File: src/rtl/battle_pkg.sv
// Shared types and default sizing for the battle turn timer.
package battle_pkg;

    localparam int SEC_W_DEFAULT   = 7;
    localparam int MAX_SEC_DEFAULT = 99;

    typedef enum logic [1:0] {
        IDLE,
        RUN,
        PAUSED,
        DONE
    } timer_state_t;

endpackage

File: src/rtl/tick_sync.sv
// Brings an asynchronous divider level into the clk domain and emits a
// registered one-cycle strobe for each rising edge of that level.
module tick_sync (
    input  logic clk,
    input  logic rst_n,
    input  logic level_i,
    output logic tick_o
);

    logic sync1_q;
    logic sync2_q;
    logic prev_q;
    logic tick_q;
    logic tick_d;

    assign tick_d = sync2_q & ~prev_q;

    // NOTE: non-blocking assignments let every flop sample the pre-edge value,
    // which is what makes this a shift chain rather than a single wire.
    always_ff @(posedge clk or negedge rst_n) begin
        if (!rst_n) begin
            sync1_q <= 1'b0;
            sync2_q <= 1'b0;
            prev_q  <= 1'b0;
            tick_q  <= 1'b0;
        end else begin
            sync1_q <= level_i;
            sync2_q <= sync1_q;
            prev_q  <= sync2_q;
            tick_q  <= tick_d;
        end
    end

    assign tick_o = tick_q;

endmodule

File: src/rtl/battle_turn_timer.sv
// Battle turn countdown: synchronised 1 Hz / 10 Hz ticks drive a loadable timer.
// Define TENTHS_EN for 0.1 s resolution driven by the 10 Hz tick.
module battle_turn_timer
    import battle_pkg::*;
#(
    parameter int SEC_W   = SEC_W_DEFAULT,
    parameter int MAX_SEC = MAX_SEC_DEFAULT
) (
    input  logic             clk,
    input  logic             rst_n,
    input  logic             clk_1hz_in,
    input  logic             clk_10hz_in,
    input  logic             load,
    input  logic [SEC_W-1:0] load_sec,
    input  logic             start,
    input  logic             pause,
    output logic [SEC_W-1:0] sec_left,
    output logic [3:0]       tenths_left,
    output logic             tick_1hz,
    output logic             tick_10hz,
    output logic             running,
    output logic             expired
);

    timer_state_t     state_q, state_d;
    logic [SEC_W-1:0] sec_q, sec_d;
    logic [3:0]       tenths_q, tenths_d;
    logic             expired_q, expired_d;
    logic [SEC_W-1:0] load_clamped;
    logic             count_zero;
    logic             dec_tick;

    tick_sync u_sync_1hz (
        .clk     (clk),
        .rst_n   (rst_n),
        .level_i (clk_1hz_in),
        .tick_o  (tick_1hz)
    );

    tick_sync u_sync_10hz (
        .clk     (clk),
        .rst_n   (rst_n),
        .level_i (clk_10hz_in),
        .tick_o  (tick_10hz)
    );

`ifdef TENTHS_EN
    assign dec_tick = tick_10hz;
`else
    assign dec_tick = tick_1hz;
`endif

    assign load_clamped = (load_sec > SEC_W'(MAX_SEC)) ? SEC_W'(MAX_SEC) : load_sec;
    assign count_zero   = (sec_q == '0) && (tenths_q == 4'd0);

    // NOTE: every output of this block gets a default first so no path leaves
    // a variable unassigned, which would otherwise infer a latch.
    always_comb begin
        state_d   = state_q;
        sec_d     = sec_q;
        tenths_d  = tenths_q;
        expired_d = 1'b0;
        if (load) begin
            sec_d    = load_clamped;
            tenths_d = 4'd0;
            state_d  = IDLE;
        end else begin
            case (state_q)
                IDLE, PAUSED: begin
                    if (start) begin
                        if (count_zero) begin
                            state_d   = DONE;
                            expired_d = 1'b1;
                        end else begin
                            state_d = RUN;
                        end
                    end
                end
                RUN: begin
                    if (pause) state_d = PAUSED;
                    // A tick coinciding with pause still counts; reaching zero wins over pause.
                    if (dec_tick && !count_zero) begin
`ifdef TENTHS_EN
                        if (tenths_q == 4'd0) begin
                            tenths_d = 4'd9;
                            sec_d    = sec_q - 1'b1;
                        end else begin
                            tenths_d = tenths_q - 4'd1;
                        end
`else
                        sec_d = sec_q - 1'b1;
`endif
                        if ((sec_d == '0) && (tenths_d == 4'd0)) begin
                            state_d   = DONE;
                            expired_d = 1'b1;
                        end
                    end
                end
                default: ;
            endcase
        end
    end

    always_ff @(posedge clk or negedge rst_n) begin
        if (!rst_n) begin
            state_q   <= IDLE;
            sec_q     <= '0;
            tenths_q  <= 4'd0;
            expired_q <= 1'b0;
        end else begin
            state_q   <= state_d;
            sec_q     <= sec_d;
            tenths_q  <= tenths_d;
            expired_q <= expired_d;
        end
    end

    assign sec_left    = sec_q;
    assign tenths_left = tenths_q;
    assign running     = (state_q == RUN);
    assign expired     = expired_q;

endmodule

File: config.mk
export PLATFORM = sky130hd
export DESIGN_NAME = battle_turn_timer
export DESIGN_NICKNAME = d
export VERILOG_FILES = /design/src/rtl/battle_pkg.sv /design/src/rtl/tick_sync.sv /design/src/rtl/battle_turn_timer.sv
export SDC_FILE = /design/constraint.sdc
export NUM_CORES = 1
export LEC_CHECK = 0
export CAP_MARGIN = 5
export CORE_ASPECT_RATIO = 1.1
export CORE_MARGIN = 2
export CORE_UTILIZATION = 36
export CTS_CLUSTER_SIZE = 16
export DETAILED_ROUTE_END_ITERATION = 8
export HOLD_SLACK_MARGIN = 0.05
export SLEW_MARGIN = 10
export SYNTH_ARGS = -nofsm -noshare
export SYNTH_HDL_FRONTEND = slang
export SYNTH_SLANG_ARGS = --single-unit
File: constraint.sdc
create_clock -name clk -period 4.1 [get_ports clk]
set_clock_uncertainty 0.2 [all_clocks]
set_input_delay 0.82 -clock clk [delete_from_list [all_inputs] [get_ports clk]]
set_output_delay 0.82 -clock clk [all_outputs]
set_load 0.005 [all_outputs]
Yosys cells after proc, flatten, opt, wreduce, memory -nomap -nowiden
Index checks and enable logic that the tools add are counted.
{"block": "totals", "reg_bits": 18, "elab_cells": 48, "out_inout_bits": 15}
{"block": "op_classes", "n_addsub": 1, "n_lt_le_gt_ge": 1, "mux": 17, "eq_ne": 3, "reduce_logical": 11, "n_bitwise": 4}
{"op": "$mux W7", "count": 4}
{"op": "$logic_not A7 Y1", "count": 2}
{"op": "$mux W2", "count": 6}
{"op": "$gt A7 B7 Y1 const B", "count": 1}
{"op": "$sub A7 B1 Y7 const B", "count": 1}
{"op": "$mux W1", "count": 5}
{"op": "$pmux W2 S2", "count": 1}
{"op": "$reduce_and A2 Y1", "count": 2}
{"op": "$reduce_bool A2 Y1", "count": 2}
{"op": "$ne A3 B3 Y1 const B", "count": 1}
{"op": "$reduce_bool A3 Y1", "count": 1}
{"op": "$and A1 B1 Y1", "count": 2}
{"op": "$eq A2 B1 Y1 const B", "count": 1}
{"op": "$eq A2 B2 Y1 const B", "count": 1}
{"op": "$logic_not A2 Y1", "count": 1}
{"op": "$not A1 Y1", "count": 2}
{"op": "$pmux W1 S2", "count": 1}
{"op": "$reduce_or A2 Y1", "count": 1}
{"op": "$logic_and A1 B1 Y1", "count": 1}
{"op": "$logic_not A1 Y1", "count": 1}

Longest topological paths before layout
{"block": "logic_depth", "ltp_word": 6, "mapped_depth": 7}

Cells and area by module
Synthesis repeated with hierarchy kept, for this count alone.
{"block": "unflattened", "cells_unflattened": 88, "area_unflattened_um2": 932.1}
{"module": "battle_turn_timer", "n_inst": 1, "seq_area_each_um2": 250.2, "area_per_inst_um2": 704.4, "cells_each": 78}
{"module": "tick_sync", "n_inst": 2, "seq_area_each_um2": 100.1, "area_per_inst_um2": 113.9, "cells_each": 5}

Worst setup path before layout
Ideal clock, no wire load.
{"block": "synth_timing", "kind": "reg2reg", "start": "register sec_q[0], in the netlist sec_left[0]", "end": "register state_q[1]", "path_buffers": 0, "path_slack_ns": 2.084, "path_stages_with_launch": 8, "synth_period_minus_slack_ns": 2.016, "setup_ns": 0.065, "arrival_time_ns": 1.751, "cell_sequence": "dfrtp_1 > inv_1 > ha_1 > nor3b_1 > xnor2_1 > nand2_1 > o31ai_2 > o221a_2"}
{"block": "synth_via", "elab_chain_cells": 6, "elab_cells_between_ends": 11, "cone_classes": "1 x add/sub; 6 x mux; 4 x reduce/logical"}
{"element": "start: declaration", "line": "battle_turn_timer.sv:26", "source": "logic [SEC_W-1:0] sec_q, sec_d;"}
{"element": "start signal: assignment", "line": "battle_turn_timer.sv:107", "source": "sec_q <= '0;"}
{"element": "start signal: assignment", "line": "battle_turn_timer.sv:112", "source": "sec_q <= sec_d;"}
{"element": "$sub A7 B1 Y7 / $logic_not A7 Y1 (equally long branches)", "line": "battle_turn_timer.sv:91, battle_turn_timer.sv:54"}
{"element": "$logic_not A7 Y1 / $logic_not A1 Y1 (equally long branches)", "line": "battle_turn_timer.sv:93, battle_turn_timer.sv:82"}
{"element": "$mux W2 / $logic_and A1 B1 Y1 (equally long branches)", "line": "battle_turn_timer.sv:93, battle_turn_timer.sv:82"}
{"element": "$mux W2", "line": "battle_turn_timer.sv:82", "source": "if (dec_tick && !count_zero) begin"}
{"element": "$pmux W2 S2 *", "line": "battle_turn_timer.sv:68", "source": "case (state_q)"}
{"element": "$mux W2 *", "line": "battle_turn_timer.sv:63", "source": "if (load) begin"}
{"element": "end signal: assignment", "line": "battle_turn_timer.sv:111", "source": "state_q <= state_d;"}
{"element": "end: declaration", "line": "battle_turn_timer.sv:25", "source": "timer_state_t state_q, state_d;"}
Mark *: on every way between the ends. The rest lies on a longest branch, timed or not. The select of a mux whose other input is x is not followed.
A chain may end at the register's enable or synchronous reset.

Final worst setup path
{"block": "layout_timing", "start": "register state_q[0]", "end": "output running"}
{"block": "layout_via", "elab_chain_cells": 1}
{"element": "$eq A2 B1 Y1", "line": "battle_turn_timer.sv:120", "source": "assign running = (state_q == RUN);"}
{"element": "end: declaration", "line": "battle_turn_timer.sv:21", "source": "output logic running,"}
No other way between the ends.

==> results.sh <==
export IMPL_outcome="completed"
export IMPL_nets=137
export IMPL_ys_seq_elements=18
export IMPL_via_per_inst=4.81
export IMPL_critPathMaxFanout=5
export IMPL_drt_wirelength_per_cell_um=12.2
export IMPL_vias=722
export IMPL_synth_cells=93
export IMPL_grt_max_degree=19
export IMPL_setup_tns_ns=0
export IMPL_place_inst=146
export IMPL_htree_levels=1
export IMPL_die_w_um=52.7
export IMPL_switching_share=0.276
export IMPL_core_um2=2500
export IMPL_final_max_slew_viol_count=0
export IMPL_grt_overflow_total=0
export IMPL_finalHoldViolations=0
export IMPL_relSlewSlack=0.483
export IMPL_syn_area_um2=938
export IMPL_cts_setup_buffers=0
export IMPL_p_leak_nw=0.504
export IMPL_max_cap_violations=0
export IMPL_crit_type="reg2out"
export IMPL_ir_drop_uv=189
export IMPL_yosysWarnings=0
export IMPL_area_growth_pct=31.2
export IMPL_cts_tree="done"
export IMPL_seq_area_frac_synth=0.480
export IMPL_setup_viol=0
export IMPL_cts_hold_buf=0
export IMPL_wl_um=1840
export IMPL_worst_pin_slew_ns=0.773
export IMPL_worstSetupStartpointType="register"
export IMPL_drt_iter0_drc=5
export IMPL_crit_chain="nor2b_1 > clkdlybuf4s50_1"
export IMPL_postRouteAntennaNets=0
export IMPL_dieArea_um2=3030
export IMPL_p_seq_frac=0.516
export IMPL_critical_path_top_delay_family="buffers and inverters"
export IMPL_post_route_period_util=0.620
export IMPL_required_ns=3.08
export IMPL_syn_area_per_cell_um2=10.1
export IMPL_switchingPower_mw=0.111
export IMPL_hp_class="reg2reg"
export IMPL_instances_no_fill=150
export IMPL_cts_sinks=18
export IMPL_crit_path_end_kind="output pin"
export IMPL_start_util=0.376
export IMPL_cts_repair_resized=0
export IMPL_drc=0
export IMPL_grt_pass1_wl_um=3220
export IMPL_largest_register_ffs=7
export IMPL_insertion_delay_ns=0.30
export IMPL_comb_power_share=0.209
export IMPL_whs_ns=0.162
export IMPL_ys_types=32
export IMPL_grt_pass1_vias=745
export IMPL_io_buffers=24
export IMPL_p_int_mw=0.291
export IMPL_clkTransAtPathRegs_ns=0.11
export IMPL_power_frac_clock=0.275
export IMPL_antenna_found_initial=0
export IMPL_drive_gt1_frac=0.0756
export IMPL_die_height_um=57.5
export IMPL_cts_buffers=3
export IMPL_rsz0062_at_grt="false"
export IMPL_cellPowerDensity_nw_per_um2=326
export IMPL_grt_use_total=0.144
export IMPL_antenna_cells=0
export IMPL_core_rowCount=19
export IMPL_cp_arrival_ns=1.52
export IMPL_max_stage_delay_ns=0.55
export IMPL_cts_buffer_depth=2
export IMPL_routabilityCongestion=0.744
export IMPL_root_buffer="clkbuf_4"
export IMPL_ios=29
export IMPL_min_period_ns=2.54
export IMPL_drt_first_pass_iters=3
export IMPL_max_freq_mhz=393
export IMPL_slowest_stage="clkdlybuf4s50_1"
export IMPL_critPathBufInv=1
==> layer usage <==
metal	share of wire	up-vias	GRT usage
li1	-	371	-
met5	0	-	0
met3	0.060	2	0.0393
met4	0.0044	0	0.0549
met1	0.45	328	0.178
met2	0.48	21	0.236
==> area by class of cell <==
class	instances	area, um^2
clock buffers	4	36.3
fillers	253	1260
inverters	4	15.0
multi-input cells	69	450
flip-flops and latches	18	450
well taps	31	38.8
repair buffers	24	240
==> per-stage QoR <==
stage | power (mW) | cell area, um^2 | utilization | setup WS, ns
after floorplan | 0.252 | 950 | - | 2.08
after global placement | 0.294 | 1190 | 0.479 | 1.84
after detailed placement | 0.295 | 1190 | 0.479 | 1.78
after CTS | 0.407 | 1230 | 0.493 | 1.55
after global routing | 0.427 | 1230 | 0.493 | 1.49
final | 0.401 | 1230 | 0.493 | 1.56
==> placed cells by master, fill, tap and decap left out, types with 2 or more instances in the layout <==
cell type / count
nand3_1: 4
clkdlybuf4s50_1: 24
nand2_1: 10
nand3b_1: 3
xor2_1: 5
conb_1: 4
nor2_1: 7
clkbuf_4: 3
nor2b_1: 3
o221a_2: 2
a21oi_1: 4
dfrtp_1: 18
xnor2_1: 2
ha_1: 3
o21ai_0: 6
inv_1: 4
==> power by group through the flow <==
stage | Clock (mW) | Combinational (mW) | Sequential [mW]
after floorplan | 0 | 0.0441 | 0.208
after global placement | 0 | 0.0837 | 0.211
after detailed placement | 0 | 0.0845 | 0.211
after CTS | 0.115 | 0.0850 | 0.207
after global routing | 0.123 | 0.0944 | 0.210
final | 0.111 | 0.0838 | 0.207
==> synth_stat cells <==
library cell | n | area, um^2
nor3_4 | 1 | 16.3
a22oi_1 | 1 | 7.51
o21ai_0 | 6 | 30.0
ha_1 | 3 | 37.5
inv_1 | 4 | 15.0
o311ai_0 | 1 | 8.76
xnor2_1 | 2 | 17.5
dfrtp_1 | 18 | 450
o22a_1 | 1 | 8.76
buf_4 | 4 | 30.0
and2_1 | 1 | 6.26
clkbuf_1 | 1 | 3.75
o221a_2 | 2 | 22.5
o32a_1 | 1 | 10.0
nand3_1 | 4 | 20.0
nand2_1 | 10 | 37.5
a21oi_1 | 4 | 20.0
a31oi_2 | 1 | 12.5
nor3_1 | 1 | 5.00
conb_1 | 1 | 3.75
or4b_1 | 1 | 10.0
nor2b_1 | 3 | 18.8
o21ai_1 | 1 | 5.00
nand2b_1 | 1 | 6.26
xor2_1 | 5 | 43.8
nor3b_1 | 1 | 7.51
o31ai_2 | 1 | 12.5
nor2_1 | 7 | 26.3
o41ai_1 | 1 | 8.76
nand3b_1 | 3 | 22.5
o31ai_1 | 1 | 7.51
a31oi_1 | 1 | 6.26
==> worst paths after layout <==
| check | to | cells past startpoint | slack (ns) | start |
|---|---|---|---|---|
| setup / recovery | running | 2 | 1.56 | state_q[0] |
| hold / removal | u_sync_10hz.sync2_q | 0 | 0.16 | u_sync_10hz.sync1_q |
| setup reg to reg | expired | 7 | 1.82 | sec_left[0] |
| hold reg to reg | u_sync_10hz.sync2_q | 0 | 0.16 | u_sync_10hz.sync1_q |
| max in group asynchronous | sec_left[1] | 1 | 2.45 | rst_n |
| min in group asynchronous | state_q[1] | 1 | 0.76 | rst_n |
==> worst register-to-register path: cells and delay by family (launching register included) <==
family,cells,cell delay [ns]
AO/OA/AOI/OAI,1,0.31
XOR/XNOR,1,0.19
adder cells (fa/ha/maj),1,0.27
buffers and inverters,1,0.12
flip-flops,1,0.48
AND/OR/NAND/NOR,3,0.62
==> cells by family after synthesis <==
group	after synthesis	synth area share
AOI/OAI and AO/OA	22	0.171
and+or+nand+nor	33	0.188
xor gates and xnor gates	7	0.0653
DFF	18	0.480
adders and majority gates	3	0.0400
other	1	0.00400
buffers and inverters	9	0.0520
No activity file was read; power rests on OpenSTA's default activity.
